$ cat config.mk
export PLATFORM = sky130hd
export DESIGN_NAME = serial_word_feeder_flat
export DESIGN_NICKNAME = d
export VERILOG_FILES = /design/src/rtl/serial_word_feeder_if.sv /design/src/rtl/serial_word_feeder.sv /design/src/flat_wrapper.sv
export SDC_FILE = /design/constraint.sdc
export NUM_CORES = 1
export LEC_CHECK = 0
export CAP_MARGIN = 20
export CORE_UTILIZATION = 57
export CTS_BUF_LIST = sky130_fd_sc_hd__clkbuf_4 sky130_fd_sc_hd__clkbuf_8
export DETAILED_ROUTE_END_ITERATION = 8
export GPL_TIMING_DRIVEN = 0
export PLACE_DENSITY_LB_ADDON = 0.15
export SYNTH_ARGS = -nofsm -noshare
export SYNTH_HDL_FRONTEND = slang
export SYNTH_SLANG_ARGS = --single-unit
$ cat constraint.sdc
create_clock -name clock -period 3.1 [get_ports clock]
set_clock_uncertainty 0.05 [all_clocks]
set_input_delay 0.62 -clock clock [delete_from_list [all_inputs] [get_ports clock]]
set_output_delay 0.62 -clock clock [all_outputs]
set_load 0.02 [all_outputs]
$ cat src/rtl/serial_word_feeder_if.sv
// serial_word_feeder_if
//   Bundles the word-load handshake and the serial bit stream of the
//   serial_word_feeder.
//   master : word producer / serial consumer (drives load_*, stall)
//   slave  : the feeder itself (drives load_ready and the serial outputs)
//   Signals:
//     load_valid  - load_data is presented
//     load_data   - WIDTH-bit word, MSB is sent first
//     load_ready  - feeder can accept a word this cycle
//     stall       - downstream hold request, freezes the shifter
//     bit_out     - current serial bit
//     bit_valid   - bit_out is a real frame bit this cycle
//     frame_start - current valid bit is the frame MSB
//     frame_end   - current valid bit is the frame LSB
//     busy        - a frame is in progress
interface serial_word_feeder_if #(
  parameter int WIDTH = 10
);
  logic             load_valid;
  logic [WIDTH-1:0] load_data;
  logic             load_ready;
  logic             stall;
  logic             bit_out;
  logic             bit_valid;
  logic             frame_start;
  logic             frame_end;
  logic             busy;

  modport master (
    output load_valid, load_data, stall,
    input  load_ready, bit_out, bit_valid, frame_start, frame_end, busy
  );

  modport slave (
    input  load_valid, load_data, stall,
    output load_ready, bit_out, bit_valid, frame_start, frame_end, busy
  );
endinterface

$ cat src/rtl/serial_word_feeder.sv
// serial_word_feeder
//   Parallel-to-serial front end for the serial pattern detector. Accepts a
//   WIDTH-bit word over a valid/ready handshake and shifts it out MSB first,
//   one bit per unstalled clock, with first/last-bit frame markers.
//   Ports:
//     clock - rising-edge clock
//     reset - asynchronous, active-high; clears all state immediately
//     sif   - serial_word_feeder_if.slave (load handshake, stall, serial out)
//   A new word can be accepted in the same cycle as the last bit of the
//   current frame, so back-to-back frames stream with no idle gap.
module serial_word_feeder #(
  parameter int WIDTH = 10
) (
  input  logic                 clock,
  input  logic                 reset,
  serial_word_feeder_if.slave  sif
);

  localparam int              CNT_W    = $clog2(WIDTH + 1);
  localparam logic [CNT_W-1:0] CNT_FULL = CNT_W'(WIDTH);
  localparam logic [CNT_W-1:0] CNT_ONE  = CNT_W'(1);

  typedef enum logic {
    IDLE  = 1'b0,
    SHIFT = 1'b1
  } state_t;

  state_t           state;
  state_t           state_nxt;
  logic [WIDTH-1:0] sreg;
  logic [WIDTH-1:0] sreg_nxt;
  logic [CNT_W-1:0] cnt;
  logic [CNT_W-1:0] cnt_nxt;

  logic bit_valid;
  logic frame_start;
  logic frame_end;
  logic load_ready;
  logic accept;

  always_ff @(posedge clock or posedge reset) begin
    if (reset) begin
      state <= IDLE;
      sreg  <= '0;
      cnt   <= '0;
    end else begin
      state <= state_nxt;
      sreg  <= sreg_nxt;
      cnt   <= cnt_nxt;
    end
  end

  always_comb begin
    state_nxt = state;
    sreg_nxt  = sreg;
    cnt_nxt   = cnt;

    // A stalled cycle is not a frame bit, so it also hides frame_end and
    // with it the early load_ready of the last bit.
    bit_valid   = (state == SHIFT) && !sif.stall;
    frame_start = bit_valid && (cnt == CNT_FULL);
    frame_end   = bit_valid && (cnt == CNT_ONE);
    load_ready  = (state == IDLE) || frame_end;
    accept      = sif.load_valid && load_ready;

    if (accept) begin
      sreg_nxt  = sif.load_data;
      cnt_nxt   = CNT_FULL;
      state_nxt = SHIFT;
    end else if (frame_end) begin
      // Shifting out the last bit leaves sreg all zeros, so bit_out idles low.
      sreg_nxt  = {sreg[WIDTH-2:0], 1'b0};
      cnt_nxt   = '0;
      state_nxt = IDLE;
    end else if (bit_valid) begin
      sreg_nxt  = {sreg[WIDTH-2:0], 1'b0};
      cnt_nxt   = cnt - CNT_ONE;
    end
  end

  assign sif.bit_out     = sreg[WIDTH-1];
  assign sif.bit_valid   = bit_valid;
  assign sif.frame_start = frame_start;
  assign sif.frame_end   = frame_end;
  assign sif.busy        = (state == SHIFT);
  assign sif.load_ready  = load_ready;

endmodule
$ cat src/flat_wrapper.sv
// flat-port wrapper written by rule: the top's interface ports become plain ports
module serial_word_feeder_flat 
#(
  parameter int WIDTH = 10
)
  (clock, reset, sif_load_valid, sif_load_data, sif_stall, sif_load_ready, sif_bit_out, sif_bit_valid, sif_frame_start, sif_frame_end, sif_busy);
  serial_word_feeder_if #(.WIDTH(WIDTH)) sif_i ();
  input  logic clock;
  input  logic reset;
  input wire logic [$bits(sif_i.load_valid)-1:0] sif_load_valid;
  input wire logic [$bits(sif_i.load_data)-1:0] sif_load_data;
  input wire logic [$bits(sif_i.stall)-1:0] sif_stall;
  output wire logic [$bits(sif_i.load_ready)-1:0] sif_load_ready;
  output wire logic [$bits(sif_i.bit_out)-1:0] sif_bit_out;
  output wire logic [$bits(sif_i.bit_valid)-1:0] sif_bit_valid;
  output wire logic [$bits(sif_i.frame_start)-1:0] sif_frame_start;
  output wire logic [$bits(sif_i.frame_end)-1:0] sif_frame_end;
  output wire logic [$bits(sif_i.busy)-1:0] sif_busy;
  assign sif_i.load_valid = sif_load_valid;
  assign sif_i.load_data = sif_load_data;
  assign sif_i.stall = sif_stall;
  assign sif_load_ready = sif_i.load_ready;
  assign sif_bit_out = sif_i.bit_out;
  assign sif_bit_valid = sif_i.bit_valid;
  assign sif_frame_start = sif_i.frame_start;
  assign sif_frame_end = sif_i.frame_end;
  assign sif_busy = sif_i.busy;
  serial_word_feeder #(.WIDTH(WIDTH)) u_core (.clock(clock), .reset(reset), .sif(sif_i));
endmodule
# Word level (Yosys, flattened, before mapping)
# Cells that the tools add are included.
[classes]
add_sub_neg = 1
bitwise = 1
n_eq_ne = 2
n_mux = 8
n_reduce_logical = 8
[op_table]
columns = ["cell", "count"]
rows = [
  ["$mux W10", 3],
  ["$mux W4", 3],
  ["$eq A4 B1 Y1 const B", 1],
  ["$eq A4 B4 Y1 const B", 1],
  ["$logic_and A1 B1 Y1", 4],
  ["$sub A4 B1 Y4 const B", 1],
  ["$reduce_bool A3 Y1", 1],
  ["$mux W1", 2],
  ["$reduce_bool A2 Y1", 1],
  ["$logic_not A1 Y1", 1],
  ["$logic_or A1 B1 Y1", 1],
  ["$not A1 Y1", 1],
]
[word_totals]
regBits = 15
output_inout_bits = 6
in_bits = 14
wordCells = 23

# Logic depth before layout (Yosys ltp)
# Gate-level depths: netlist (run 1).
[logic_depth]
ltp_word = 6
mapped_depth = 6
depth_no_buf = 5

# Worst setup path before layout (run 1)
# OpenSTA, ideal clock, no wires.
[synth_path]
path_type = "reg-to-output"
startpoint = "register u_core.cnt[1]"
endpoint = "output port sif_frame_end"
setup_slack_ps = 983
path_stages_with_launch = 6
t_arrival_ps = 1447
required_ps = 2430
cell_sequence = "dfrtp_1 -> inv_1 -> ha_1 -> or3b_1 -> buf_6 -> nor2_1"
[synth_via]
elab_chain_cells = 2
[synth_rtl]
columns = ["element", "line_no", "text"]
rows = [
  ["start: declaration", "serial_word_feeder.sv:32", "logic [CNT_W-1:0] cnt;"],
  ["start signal: assignment", "serial_word_feeder.sv:49", "cnt <= cnt_nxt;"],
  ["$eq A4 B1 Y1", "serial_word_feeder.sv:62", "frame_end = bit_valid && (cnt == CNT_ONE);"],
  ["$logic_and A1 B1 Y1", "serial_word_feeder.sv:62", ""],
  ["end: declaration", "flat_wrapper.sv:17", "output wire logic [$bits(sif_i.frame_end)-1:0] sif_frame_end;"],
]
# Every way passes these cells.

# Worst setup path in the final report (run 1)
[layout_path]
startpoint = "register u_core.cnt[1]"
endpoint = "output port sif_load_ready"
[layout_via]
elab_chain_cells = 3
[layout_rtl]
columns = ["element", "line_no", "text"]
rows = [
  ["$eq A4 B1 Y1", "serial_word_feeder.sv:62", ""],
  ["$logic_and A1 B1 Y1", "serial_word_feeder.sv:62", ""],
  ["$logic_or A1 B1 Y1", "serial_word_feeder.sv:63", "load_ready = (state == IDLE) || frame_end;"],
  ["end: declaration", "flat_wrapper.sv:13", "output wire logic [$bits(sif_i.load_ready)-1:0] sif_load_ready;"],
]
# Every way passes these cells.

==> results by group, run 1 <==
Yosys
  • Post-synthesis register bit count: 15
  • Async SR Flop Fraction: 100%
  • Synthesized area per cell: between 9 and 10 µm²
  • Area contributors post-synth: dfrtp_1 36%, o311ai_4 7.6%, inv_1 5.1%
  • Yosys top cell by area: dfrtp_1
  • Synth cell count leaders: 15 x dfrtp_1, 14 x inv_1, 8 x nor3_1, 6 x or3b_2
  • Synth unique cells: 37
  • Post-synthesis mux area share: 0%
  • Share of the synthesized area in the top cell type: 36.2%
  • Ys flop type: dfrtp_1
  • Syn. warnings: 0
  • Mapped Cells: about 100
  • Adder-cell share of the synthesized area: under 10%
  • Synth Area in Compound Gates: a little under a quarter
  • Sequential area share after synthesis: between 30% and 40%
  • Synth Area in XOR/XNOR: 0%
  • Post-synth EDFFs: 0
  • Dominant cell by count in the synthesized netlist: dfrtp_1
  • Synth Area in Simple Gates: around 28%
  • Largest family of logic cells by synthesized area: simple AND/OR/NAND/NOR gates
  • Mapped Area: between 1000 and 1500 µm²
  • Mapped Nets: ~120

Power and ir drop
  • P_leak: 0.000579 µW
  • Peak VDD IR: around 0.41 mV
  • Power per cell area: approximately 660 nW/µm²

Placement
  • DPL Wire Length: 1.72 mm
  • Placed instance count: approximately 150
  • Worst slack, placed: 0.179 ns
  • IO buf count: 19
  • GPL Wtd Cong: about 0.82

Global routing
  • Vias in the first global route: 842
  • Global-route wire length before repair: between 3 and 4 mm
  • Largest net degree at the start of global routing: 16
  • Antenna violations before repair: 0
  • Grt ovf: 0
  • Global Route Usage Sum: 27.1%

CTS
  • Root Driver: clkbuf_4
  • Clock Tree Buf Depth: 2
  • Post-CTS Setup Inserts: 0
  • Cts hold-fix bufs: 0
  • Latest clock arrival within the worst-skew pair: roughly 0.29 ns
  • Num CTS Buffers: 3
  • Resized cells post-CTS: 0
  • Clk slew on worst S/H paths: 0.09 ns
  • Htree depth: 1
  • CTS tree: built
  • CTS sink count: 15

Final layout
  • Post-Layout Cell Count: ~150
  • Area Growth Syn to Fin: 24.0%
  • # fillers: roughly 130
  • Share of post-route cells with drive strength above 1: between 20% and 30%
  • # nets final: between 100 and 150
  • Antenna Cells: 0

Worst setup path
  • Arrival time worst endpoint: 2.31 ns
  • Startpoint Class: flip-flop
  • CP Capture Type: output pin
  • Worst setup path category: reg2out
  • Worst R2R Start: u_core.cnt[1]$_DFFE_PP0P_
  • Crit Path Max Fanout: 7
  • Slowest-stage cell, CP: clkdlybuf4s50_1
  • Worst Setup SP: u_core.cnt[1]$_DFFE_PP0P_
  • Critical path data required time: about 2.4 ns
  • R2R Setup Slk: around 1.4 ns
  • Reg2Reg Depth: 6
  • R2r endpoint: u_core.sreg[2]$_DFFE_PP0P_
  • Crit path cell chain: inv_1 -> ha_1 -> or3b_1 -> buf_6 -> o21ai_2 -> clkdlybuf4s50_1
  • Slowest cell delay on critical path: 0.61 ns
  • Worst Setup EP: sif_load_ready

Floorplan
  • Die Width: 44.7 µm
  • Vert. Die Dim: approximately 45 µm
  • Die ar.: 1990 µm²
  • Core Area: between 1500 and 2000 µm²
  • FP Rows: 15
  • Initial core utilization: 60.7%
  • I/O pins: 20

STA
  • Slew at the pin closest to its max-slew limit: approximately 0.57 ns
  • Fin crit period: between 2 and 3 ns
  • Pins Over Slew Limit: 0
  • RSZ-0062 raised after global routing: false
  • Share of the clock period used by the worst path: 96.0%
  • Max Fclk: approximately 0.34 GHz
  • Max-slew headroom at the worst pin: around 62%
  • Setup_tns: 0 ns
  • Final worst slack: ~0.12 ns
  • Fin. Hold Viols: 0
  • # setup viols final: 0

Route
  • Antenna viol nets, final: 0
  • DRC violations left: 0
  • Via density: 5.74
  • DRT Wirelength: approximately 2.3 mm
  • Via count: 873
  • DRT iter0 DRCs: 38
  • Pre-antenna DRT Iters: 6
  • Avg WL per Cell: approximately 15 µm

Flow run
  • Max-Cap Viols: 0

Status
  • Status: finished, final reports clean

Worst hold path
  • Worst hold path type: reg2reg
## state kept, by name (all words and copies together), names as in the netlist
register / count
u_core.sreg: 10
u_core.sif.busy: 1
u_core.cnt: 4
## worst min-delay path by stage
stage                               start                    endpoint  slack, ns  cells after the start
3_3_place_gp   u_core.sreg[5]$_DFFE_PP0P_  u_core.sreg[5]$_DFFE_PP0P_       0.47                      2
3_5_place_dp   u_core.sreg[5]$_DFFE_PP0P_  u_core.sreg[5]$_DFFE_PP0P_       0.49                      2
6_report       u_core.sreg[5]$_DFFE_PP0P_  u_core.sreg[5]$_DFFE_PP0P_       0.50                      2
4_1_cts        u_core.sreg[5]$_DFFE_PP0P_  u_core.sreg[5]$_DFFE_PP0P_       0.50                      2
5_1_grt        u_core.sreg[8]$_DFFE_PP0P_  u_core.sreg[9]$_DFFE_PP0P_       0.53                      2
2_1_floorplan  u_core.sreg[0]$_DFFE_PP0P_  u_core.sreg[0]$_DFFE_PP0P_       0.43                      1
## critical path: cells and delay by family, from the launching register on
kind,cells,cell delay [ns]
adder cells (fa/ha/maj),1,0.22
flip-flops,1,0.41
AO/OA/AOI/OAI,1,0.13
AND/OR/NAND/NOR,1,0.38
buffers and inverters,3,0.87
## per-layer routing
metal / global-route usage (%) / part of all wire [%]
met5: 0 / 0
met4: 10.3 / 1.3
met3: 6.53 / 4.6
met2: 46.8 / 51
met1: 32.6 / 43
## cell usage in the layout, fill, tap and decap left out, drive strengths merged, types with 2 or more instances in the layout
cell type      Yosys  layout
clkdlybuf4s50      0      19
dfrtp             15      15
inv               15      15
nor3              11      11
or3b               8       8
a21oi              6       6
or2                5       5
buf                5       5
a222oi             4       4
clkbuf             1       4
nand2              3       3
nand3b             3       3
o311ai             3       3
ha                 3       3
nor4b              2       2
nand2b             2       2
nor2               2       2
nor3b              2       2
o21ai              2       2
## cells by family (layout without fill, tap and decap cells)
group / after synthesis / count (layout)
compound gates: 24 / 24
fa+ha+maj: 3 / 3
simple gates: 41 / 41
flops: 15 / 15
buf+inv: 21 / 44
## layout make-up
cell class,count,area [µm²],area share (%)
multi-input combinational,68,571,44.4
sequential,15,375,29.2
timing repair buffer,19,190,14.8
inverter,15,56.3,4.38
buffer,6,35.0,2.72
tap,25,31.3,2.43
clock buffer,3,22.5,1.75
clock inverter,1,5.00,0.389
## power by group
group	switching (µW)	total (µW)	internal, µW
clock network	68.1	116	48.1
logic	188	390	202
registers	69.8	345	275
## through the flow
| step | util [%] | hold slack [ns] | cell area (µm²) | power [µW] |
|---|---|---|---|---|
| detailed placement | 73.7 | 0.489 | 1260 | 742 |
| floorplan | - | 0.431 | 1040 | 627 |
| global route | 75.3 | 0.532 | 1290 | 915 |
| global placement | 73.7 | 0.470 | 1260 | 725 |
| CTS | 75.3 | 0.503 | 1290 | 858 |
| finish | 75.3 | 0.497 | 1290 | 851 |
No activity file was read; power rests on OpenSTA's default activity.
==> run 2, diff against run 1 <==
--- a/config.mk
+++ b/config.mk
@@ -6,6 +6,7 @@
 export NUM_CORES = 1
 export LEC_CHECK = 0
 export CAP_MARGIN = 20
+export CORE_ASPECT_RATIO = 1.2
 export CORE_UTILIZATION = 57
 export CTS_BUF_LIST = sky130_fd_sc_hd__clkbuf_4 sky130_fd_sc_hd__clkbuf_8
 export DETAILED_ROUTE_END_ITERATION = 8
==> run 2 against run 1 <==
Non-clock buffer count unchanged; hold slack got worse by 0.022 ns; first-iteration DRC count fell by 50%; via count grew 0.57%; clock power is 5% higher; sequential share of layout area rose by 0.14 points; die area is essentially flat; final cell count is 4.6% lower; core utilization rose by 1.7 points; maximum frequency down 0.97%; sequential power is essentially flat; setup slack got worse by 0.029 ns; critical path type is now in2out; largest power group unchanged.
==> results by group, run 2 (synthesis results as in run 1) <==
Power and ir drop
  • Peak VDD IR: 0.426 mV (was 0.414 mV)
  • Clk pwr share: 14.2% (was 13.6%)
  • Logic pwr share: 46.2% (was 45.8%)
  • Internal power: 538 µW (was 526 µW)
  • Psw: 325 µW (about the same)
  • P_leak: 0.000579 µW (about the same)
  • Sequential share of power: 39.6% (was 40.6%)
  • Sw frac: 37.6% (was 38.2%)
  • Power per cell area: 674 nW/µm² (was 662 nW/µm²)

CTS
  • Cts hold-fix bufs: 0 (unchanged)
  • Clk slew on worst S/H paths: 0.09 ns (about the same)
  • Root Driver: clkbuf_4 (unchanged)
  • CTS tree: built (unchanged)
  • Num CTS Buffers: 3 (unchanged)
  • Resized cells post-CTS: 0 (unchanged)
  • Htree depth: 1 (unchanged)
  • Latest clock arrival within the worst-skew pair: 0.28 ns (was 0.29 ns)
  • Post-CTS Setup Inserts: 0 (unchanged)
  • Clock Tree Buf Depth: 2 (unchanged)
  • CTS sink count: 15 (unchanged)

STA
  • Final worst slack: 0.0954 ns (was 0.124 ns)
  • Setup_tns: 0 ns (unchanged)
  • Max-slew headroom at the worst pin: 61.0% (was 62.2%)
  • Slew at the pin closest to its max-slew limit: 0.584 ns (was 0.566 ns)
  • Fin crit period: 3.00 ns (was 2.98 ns)
  • Share of the clock period used by the worst path: 96.9% (was 96.0%)
  • Pins Over Slew Limit: 0 (unchanged)
  • RSZ-0062 raised after global routing: false (unchanged)
  • Max Fclk: 0.333 GHz (was 0.336 GHz)
  • # setup viols final: 0 (unchanged)
  • Fin. Hold Viols: 0 (unchanged)

Worst setup path
  • Slowest cell delay on critical path: 0.63 ns (was 0.61 ns)
  • Arrival time worst endpoint: 2.33 ns (was 2.31 ns)
  • CP Capture Type: output pin (unchanged)
  • Crit Path Max Fanout: 9 (was 7)
  • Worst setup path category: in2out (was reg2out)
  • Slowest-stage cell, CP: clkdlybuf4s50_1 (unchanged)
  • Cell mode on critical path: clkdlybuf4s50_1
  • Reg2Reg Depth: 5 (was 6)
  • Startpoint Class: input pin (was flip-flop)
  • Critical path data required time: 2.43 ns (about the same)
  • Crit path cell chain: clkdlybuf4s50_1 -> nand2b_1 -> buf_2 -> nor3_1 -> clkdlybuf4s50_1 (was inv_1 -> ha_1 -> or3b_1 -> buf_6 -> o21ai_2 -> clkdlybuf4s50_1)

Final layout
  • Most frequent cells in the layout: 19 x clkdlybuf4s50_1, 15 x dfrtp_1, 14 x inv_1 (unchanged)
  • Share of post-route cells with drive strength above 1: 25.2% (unchanged)
  • # nets final: 145 (unchanged)
  • Final core utilization: 77.0% (was 75.3%)
  • Largest register FFs: 10 (unchanged)
  • Commonest non-fill, non-tap cell in the layout: clkdlybuf4s50_1 (unchanged)
  • Antenna Cells: 0 (unchanged)
  • Biggest register: u_core.sreg (unchanged)
  • Area Growth Syn to Fin: 23.4% (was 24.0%)

Route
  • DRT iter0 DRCs: 19 (was 38)
  • Antenna viol nets, final: 0 (unchanged)
  • Avg WL per Cell: 15.5 µm (was 14.9 µm)
  • Via density: 6.06 (was 5.74)
  • DRT Wirelength: 2.25 mm (was 2.27 mm)
  • DRC violations left: 0 (unchanged)
  • Via count: 878 (was 873)
  • Pre-antenna DRT Iters: 4 (was 6)

Global routing
  • Global Route Usage Sum: 26.0% (was 27.1%)
  • Vias in the first global route: 852 (was 842)
  • GR Util met1: 35.4% (was 32.6%)
  • GRT met2 Usage: 39.8% (was 46.8%)
  • Met3 global-route usage: 4.13% (was 6.53%)
  • Grt ovf: 0 (unchanged)
  • Antenna violations before repair: 0 (unchanged)
  • Largest net degree at the start of global routing: 16 (unchanged)
  • Gr busiest metal: met2 (unchanged)
  • Global-route wire length before repair: 3.67 mm (was 3.83 mm)

Floorplan
  • Die Width: 40.9 µm (was 44.7 µm)
  • Core Area: 1660 µm² (was 1710 µm²)
  • FP Rows: 16 (was 15)
  • I/O pins: 20 (unchanged)
  • Die ar.: 2000 µm² (was 1990 µm²)
  • Vert. Die Dim: 48.7 µm (was 44.7 µm)
  • Initial core utilization: 62.4% (was 60.7%)

Worst hold path
  • Hold Crit Depth: 1 (was 2)
  • Worst hold path type: reg2reg (unchanged)

Placement
  • Worst slack, placed: 0.122 ns (was 0.179 ns)
  • DPL Wire Length: 1.63 mm (was 1.72 mm)
  • GPL Wtd Cong: 0.813 (was 0.820)
  • IO buf count: 19 (unchanged)

Status
  • Status: finished, final reports clean (unchanged)

Flow run
  • Max-Cap Viols: 0 (unchanged)
## run 2: cell types whose count changed in the layout (fill, tap and decap cells not counted), sizes merged
cell,previous run,this run
clkinv,1,0
clkbuf,4,5
## run 2: layout make-up
| class | instances | area (µm²) |
|---|---|---|
| fill | 124 | 382 |
| sequential | 15 | 375 |
| tap | 18 | 22.5 |
| multi-input combinational | 68 | 571 |
| inverter | 15 | 56.3 |
| clock buffer | 4 | 30.0 |
| timing repair buffer | 19 | 190 |
| buffer | 6 | 35.0 |
## run 2: per-layer routing
| metal | wire length [µm] | share of wire, % | vias to the layer above |
|---|---|---|---|
| met5 | 0 | 0 | - |
| met4 | 33 | 1.5 | 0 |
| li1 | - | - | 421 |
| met3 | 65 | 2.9 | 4 |
| met1 | 1030 | 46 | 435 |
| met2 | 1120 | 50 | 18 |
## run 2: worst paths after layout
check / startpoint / end / slack [ns]
max in group asynchronous: reset / u_core.sif.busy$_DFFE_PP0P_ / 1.98
setup / recovery: sif_stall / sif_frame_start / 0.1
setup reg to reg: u_core.cnt[1]$_DFFE_PP0P_ / u_core.sreg[8]$_DFFE_PP0P_ / 1.29
hold / removal: u_core.sreg[0]$_DFFE_PP0P_ / u_core.sreg[0]$_DFFE_PP0P_ / 0.48
min in group asynchronous: reset / u_core.sreg[6]$_DFFE_PP0P_ / 0.64
hold reg to reg: u_core.sreg[0]$_DFFE_PP0P_ / u_core.sreg[0]$_DFFE_PP0P_ / 0.48
## run 2: critical path, delay by kind of cell
family | cells | cell delay (ns)
buffers and inverters | 3 | 1.32
and+or+nand+nor | 2 | 0.39
## run 2: stage by stage
| stage | std cells | power (µW) | hold WS (ns) | instance area [µm²] |
|---|---|---|---|---|
| 6_report | 145 | 863 | 0.476 | 1280 |
| 5_1_grt | 145 | 917 | 0.511 | 1280 |
| 4_1_cts | 145 | 868 | 0.481 | 1280 |
| 3_5_place_dp | 141 | 741 | 0.453 | 1250 |
| 3_3_place_gp | 141 | 723 | 0.454 | 1250 |
| 2_1_floorplan | 104 | 627 | 0.431 | 1040 |
## run 2: power groups by stage
stage | Combinational [µW] | Sequential, µW | Clock [µW]
floorplan | 290 | 337 | 0
global placement | 382 | 341 | 0
detailed placement | 397 | 344 | 0
CTS | 398 | 341 | 129
global route | 433 | 353 | 131
finish | 398 | 342 | 122
